$ cat src/rtl/uart_pkg.sv
// uart_pkg: module codes, byte classes and receive FSM states shared by the UART tx/rx paths
//   code_t     : 3-bit module code carried in byte[7:5]
//   cls_t      : consumer class a code is routed to
//   rx_state_t : receive demux FSM states
//   code_class : total mapping from code to class
package uart_pkg;

   typedef enum logic [2:0] {
      CODE_GAME    = 3'b000,
      CODE_MOUSE_A = 3'b001,
      CODE_MOUSE_B = 3'b010,
      CODE_SHOOT_0 = 3'b011,
      CODE_SHOOT_1 = 3'b100,
      CODE_SHOOT_2 = 3'b101,
      CODE_SHOOT_3 = 3'b110,
      CODE_SCORE   = 3'b111
   } code_t;

   typedef enum logic [1:0] {CLS_GAME, CLS_MOUSE, CLS_SHOOT, CLS_SCORE} cls_t;

   typedef enum logic [1:0] {IDLE, POP, DISPATCH, GAP} rx_state_t;

   function automatic cls_t code_class(input code_t c);
      return c == CODE_GAME                         ? CLS_GAME  :
             (c == CODE_MOUSE_A || c == CODE_MOUSE_B) ? CLS_MOUSE :
             c == CODE_SCORE                        ? CLS_SCORE : CLS_SHOOT;
   endfunction

endpackage

$ cat src/rtl/uart_link_watchdog.sv
// uart_link_watchdog: flags the remote link alive while bytes keep arriving
//   clk, rst   : clock, synchronous active-high reset
//   byte_seen  : high for one cycle per received byte
//   link_alive : registered, high until TIMEOUT_CYCLES cycles pass without a byte
module uart_link_watchdog #(
   parameter int TIMEOUT_CYCLES = 2_000_000,
   parameter int CNT_W          = 21
) (
   input  logic clk,
   input  logic rst,
   input  logic byte_seen,
   output logic link_alive
);
   import uart_pkg::*;

   localparam logic [CNT_W-1:0] LIMIT = CNT_W'(TIMEOUT_CYCLES);

   logic [CNT_W-1:0] cnt_q, cnt_d;
   logic             alive_q, alive_d;

   // The count reads 0 in the first idle cycle after a byte, so it reads
   // LIMIT-1 in the TIMEOUT_CYCLES-th idle cycle; alive is registered from
   // the next count so that it is already low in that cycle. A byte always wins.
   always_comb begin
      cnt_d   = byte_seen ? '0 : (cnt_q == LIMIT ? cnt_q : cnt_q + 1'b1);
      alive_d = byte_seen | (alive_q & (cnt_d < LIMIT - 1'b1));
   end

   always_ff @(posedge clk) begin
      if (rst) begin
         cnt_q   <= '0;
         alive_q <= 1'b0;
      end else begin
         cnt_q   <= cnt_d;
         alive_q <= alive_d;
      end
   end

   assign link_alive = alive_q;

endmodule

$ cat src/rtl/uart_rx_demux.sv
// uart_rx_demux: drains the UART RX FIFO and routes each byte to a per-module holding register
//   clk, rst                 : clock, synchronous active-high reset
//   rx_empty, r_data         : RX FIFO empty flag and first-word-fall-through head byte
//   rd_uart                  : one-cycle pop request
//   data_*                   : last byte of each class (game/mouse/shoot/score)
//   *_valid                  : one-cycle strobe when the matching register updates
//   link_alive               : high while bytes arrive within TIMEOUT_CYCLES
module uart_rx_demux #(
   parameter int TIMEOUT_CYCLES = 2_000_000,
   parameter int CNT_W          = 21
) (
   input  logic       clk,
   input  logic       rst,
   input  logic       rx_empty,
   input  logic [7:0] r_data,
   output logic       rd_uart,
   output logic [7:0] data_game_state_sel,
   output logic [7:0] data_mouse_control,
   output logic [7:0] data_shoot_control,
   output logic [7:0] data_score_control,
   output logic       game_state_valid,
   output logic       mouse_valid,
   output logic       shoot_valid,
   output logic       score_valid,
   output logic       link_alive
);
   import uart_pkg::*;

   rx_state_t  state_q, state_d;
   logic [7:0] byte_q, byte_d;
   logic       rd_q, rd_d;
   logic [7:0] game_q, game_d, mouse_q, mouse_d, shoot_q, shoot_d, score_q, score_d;
   logic       game_v_q, game_v_d, mouse_v_q, mouse_v_d;
   logic       shoot_v_q, shoot_v_d, score_v_q, score_v_d;
   logic       disp;
   cls_t       cls;

   // Outputs are registered from the next state so the pop strobe lines up
   // with the POP state and the valid strobes with the DISPATCH state.
   always_comb begin
      state_d   = state_q == IDLE     ? (rx_empty ? IDLE : POP) :
                  state_q == POP      ? DISPATCH :
                  state_q == DISPATCH ? GAP : IDLE;
      byte_d    = (state_q == IDLE && !rx_empty) ? r_data : byte_q;
      rd_d      = state_d == POP;
      disp      = state_d == DISPATCH;
      cls       = code_class(code_t'(byte_q[7:5]));
      game_v_d  = disp && cls == CLS_GAME;
      mouse_v_d = disp && cls == CLS_MOUSE;
      shoot_v_d = disp && cls == CLS_SHOOT;
      score_v_d = disp && cls == CLS_SCORE;
      game_d    = game_v_d  ? byte_q : game_q;
      mouse_d   = mouse_v_d ? byte_q : mouse_q;
      shoot_d   = shoot_v_d ? byte_q : shoot_q;
      score_d   = score_v_d ? byte_q : score_q;
   end

   always_ff @(posedge clk) begin
      if (rst) begin
         state_q   <= IDLE;
         byte_q    <= '0;
         rd_q      <= 1'b0;
         game_q    <= '0;
         mouse_q   <= '0;
         shoot_q   <= '0;
         score_q   <= '0;
         game_v_q  <= 1'b0;
         mouse_v_q <= 1'b0;
         shoot_v_q <= 1'b0;
         score_v_q <= 1'b0;
      end else begin
         state_q   <= state_d;
         byte_q    <= byte_d;
         rd_q      <= rd_d;
         game_q    <= game_d;
         mouse_q   <= mouse_d;
         shoot_q   <= shoot_d;
         score_q   <= score_d;
         game_v_q  <= game_v_d;
         mouse_v_q <= mouse_v_d;
         shoot_v_q <= shoot_v_d;
         score_v_q <= score_v_d;
      end
   end

   uart_link_watchdog #(
      .TIMEOUT_CYCLES(TIMEOUT_CYCLES),
      .CNT_W         (CNT_W)
   ) u_wd (
      .clk       (clk),
      .rst       (rst),
      .byte_seen (state_q == DISPATCH),
      .link_alive(link_alive)
   );

   assign rd_uart             = rd_q;
   assign data_game_state_sel = game_q;
   assign data_mouse_control  = mouse_q;
   assign data_shoot_control  = shoot_q;
   assign data_score_control  = score_q;
   assign game_state_valid    = game_v_q;
   assign mouse_valid         = mouse_v_q;
   assign shoot_valid         = shoot_v_q;
   assign score_valid         = score_v_q;

endmodule
$ cat config.mk
export PLATFORM = sky130hd
export DESIGN_NAME = uart_rx_demux
export DESIGN_NICKNAME = d
export VERILOG_FILES = /design/src/rtl/uart_pkg.sv /design/src/rtl/uart_link_watchdog.sv /design/src/rtl/uart_rx_demux.sv
export SDC_FILE = /design/constraint.sdc
export NUM_CORES = 1
export LEC_CHECK = 0
export ABC_AREA = 1
export BUFFER_PORTS_ARGS = -buffer_cell sky130_fd_sc_hd__buf_2
export CAP_MARGIN = 15
export CORE_ASPECT_RATIO = 1.75
export CORE_UTILIZATION = 57
export CTS_CLUSTER_SIZE = 10
export DETAILED_ROUTE_END_ITERATION = 8
export PLACE_DENSITY = 0.88
export SLEW_MARGIN = 15
export SYNTH_ARGS = -nofsm -noshare
export SYNTH_HDL_FRONTEND = slang
export SYNTH_HIERARCHICAL = 1
export SYNTH_SLANG_ARGS = --single-unit
$ cat constraint.sdc
create_clock -name clk -period 2.12 [get_ports clk]
set_clock_uncertainty 0.15 [all_clocks]
set_input_delay 0.318 -clock clk [delete_from_list [all_inputs] [get_ports clk]]
set_output_delay 0.318 -clock clk [all_outputs]
set_load 0.01 [all_outputs]
==> results_dict.tcl <==
set metrics [dict create \
    status "completed" \
    clkTransAtPathRegs_ps 80 \
    grt_pass1_vias 3293 \
    power_frac_clock_pct 33.6 \
    ir_drop_mv 0.697 \
    nets 584 \
    power.switching_uw 870 \
    grt_usage_pct 31.4 \
    path_class "flip-flop to flip-flop" \
    power.share.sequential_pct 50.6 \
    synth_seq_cells 69 \
    swShare_pct 30.4 \
    ys_async_sr_fraction_pct 0 \
    die_x_um 60.7 \
    area_growth_pct 19.4 \
    cts_inserted_buffers 9 \
    fin_hold_ws_ps 97.9 \
    max_slew_margin_pct 44.8 \
    ff_latch_area_sq_um 1400 \
    ys_seq_area_share_pct 40.2 \
    synth_top_family_by_area "simple AND/OR/NAND/NOR gates" \
    maxCapViolCount 0 \
    drtIter0Drc 183 \
    pre_cts_ws_ps -5.17 \
    io_buffers 48 \
    rsz0062_at_grt "yes" \
    power.density_nw_per_um2 698 \
    mostFrequentLayoutCell "nor2_1" \
    start_kind "flip-flop" \
    synth_compound_area_share_pct 6.27 \
    required_ps 2200 \
    synthXorXnorAreaFrac_pct 1.02 \
    vias 3471 \
    finalSetupViolations 0 \
    hold_violations 0 \
    nFillCells 483 \
    arrival_ps 2140 \
    die_h_um 105 \
    synth_cell_type_count 28 \
    fin_ws_ps 63.3 \
    design.die.area_sq_um 6350 \
    synth_fa_ha_area_share_pct 1.82 \
    clk_path_buf_depth 2 \
    firstDrtPassIters 7 \
    place_inst 630 \
    min_path_type "primary input to flip-flop" \
    grt_max_degree 37 \
    synth_area_sq_um 3430 \
    period_share_pct 97.0 \
    yosysWarnings 6 \
    drc 0 \
    synth_flop_cell "dfxtp_1" \
    crit_fanout 8 \
    clock_latency_ps 350 \
    postLayoutCoreUtil_pct 70.3 \
    grt-ovfl-total 0 \
    placed_area_sq_um 3750 \
    final_cell_mix "nor2_1, nand2_1, inv_1" \
    dp_hpwl_um 6400 \
    core.rowCount 37 \
    final_layout_size_suffix_gt1_share_pct 25.8 \
    worst_slew_pin_slew_ps 823 \
    cts_tree "yes" \
    gp_congestion 0.931 \
    max_freq_ghz 0.486 \
    start_util_pct 58.9 \
    pwr-share-comb_pct 15.8 \
    wl_um 9260 \
    synth.net_count 527 \
    io_pins 49 \
    synthCells 511 \
    diodes 0 \
    wl_per_cell_um 14.2 \
    final.min_clock_period_ps 2060 \
    multi_input_area_sq_um 1800 \
    clock-root-buffer "clkbuf_8" \
    power.internal_mw 1.99 \
    synth_mux_area_share_pct 0 \
    stdcell_count 651 \
    finalInstanceArea_sq_um 4100 \
    fp.coreArea_sq_um 5830 \
    finalMaxSlewViolations 0 \
    endpoint_kind "flip-flop" \
    grt_pass1_wl_um 14700 \
    synth-simple-area-share_pct 40.1 \
    syn_avg_cell_area_sq_um 6.72 \
    cts_max_level 3 \
    antenna_found_initial 0 \
    synth_edf_count 0 \
    cts.sinks 69 \
    via_per_inst 5.33 \
    cellLeakagePower_nw 1.91 \
    ant_nets 0 \
]
kinds of logic after synthesis:
logic type,after synthesis
and+or+nand+nor,301
buffers and inverters,91
DFF,69
AOI/OAI and AO/OA,41
adders and majority gates,5
xor gates and xnor gates,4
power by group through the flow:
stage	registers [mW]	logic [mW]	clock network, mW
after global placement	1.46	0.415	0
after floorplan	1.47	0.287	0
after detailed placement	1.47	0.430	0
after global routing	1.45	0.504	1.03
final	1.45	0.452	0.963
after CTS	1.44	0.439	0.982
final timing paths:
kind                                        from                                   to  cells after the start  slack (ps)
max                     u_wd/cnt_q[1]$_SDFF_PP0_           u_wd/link_alive$_SDFF_PP0_                     14          60
min                                    r_data[2]               byte_q[2]$_SDFFE_PP0P_                      3         100
max reg2reg             u_wd/cnt_q[1]$_SDFF_PP0_           u_wd/link_alive$_SDFF_PP0_                     14          60
min reg2reg  data_game_state_sel[7]$_SDFFE_PP0P_  data_game_state_sel[7]$_SDFFE_PP0P_                      2         300
per-stage QoR:
stage	power, mW	TNS, ps
after floorplan	1.76	0
after global placement	1.88	0
after detailed placement	1.90	-5.17
after CTS	2.86	0
after global routing	2.99	-78.3
final	2.86	0
state kept, by name (all words and copies together), names as in the netlist:
name / cells
game_state_valid: 1
data_game_state_sel: 8
score_valid: 1
mouse_valid: 1
data_score_control: 8
shoot_valid: 1
u_wd/cnt_q: 21
byte_q: 8
data_mouse_control: 8
data_shoot_control: 8
u_wd/link_alive: 1
state_q: 2
rd_uart: 1
synthesized netlist by cell type (2+ instances only):
master,number,area (sq um)
o21ai_0,23,115
inv_2,7,26.3
nor3_1,10,50.1
ha_1,5,62.6
nand4_1,15,93.8
dfxtp_1,69,1380
nand2_1,100,375
nor2_2,4,25.0
nand3_2,5,50.1
nand2_2,11,68.8
buf_6,2,22.5
nor2_4,8,90.1
clkbuf_1,6,22.5
a21oi_1,15,75.1
nor2_1,113,424
xor2_1,4,35.0
inv_1,71,267
buf_2,3,15.0
nand3_1,31,155
layout make-up:
type	instances	area share (%)
clock buffer	11	3.45
clock inverter	5	0.885
inverter	79	7.23
multi-input combinational	351	43.8
sequential	69	34.2
tap	78	2.38
timing repair buffer	58	8.00
routing by layer:
layer / vias to the layer above / routed length (um) / global-route usage [%]
met1: 1575 / 3160 / 29.7
li1: 1705 / - / -
met5: - / 0 / 0
met2: 132 / 4850 / 52.4
met4: 0 / 734 / 24.7
met3: 59 / 510 / 10.4
critical path: stages (launching register included):
cell	delay, ps
dfxtp_4	390
ha_4	160
nand2_4	70
nor2_8	200
nand2_4	80
nor2_4	100
nand2_2	60
nand2_1	90
nor2_2	50
nor2_4	180
nand3_2	100
nor2_2	90
nand3_1	100
nand3_2	70
a21oi_2	40
what timing repair did:
item | in CTS | in global routing
hold buffers | 0 | 0
setup endpoints to repair | 1 | 1
buffers inserted | 0 | 5
resized for setup | 2 | 43
pin swaps | 0 | 18
Power figures use the tool's default switching activity.
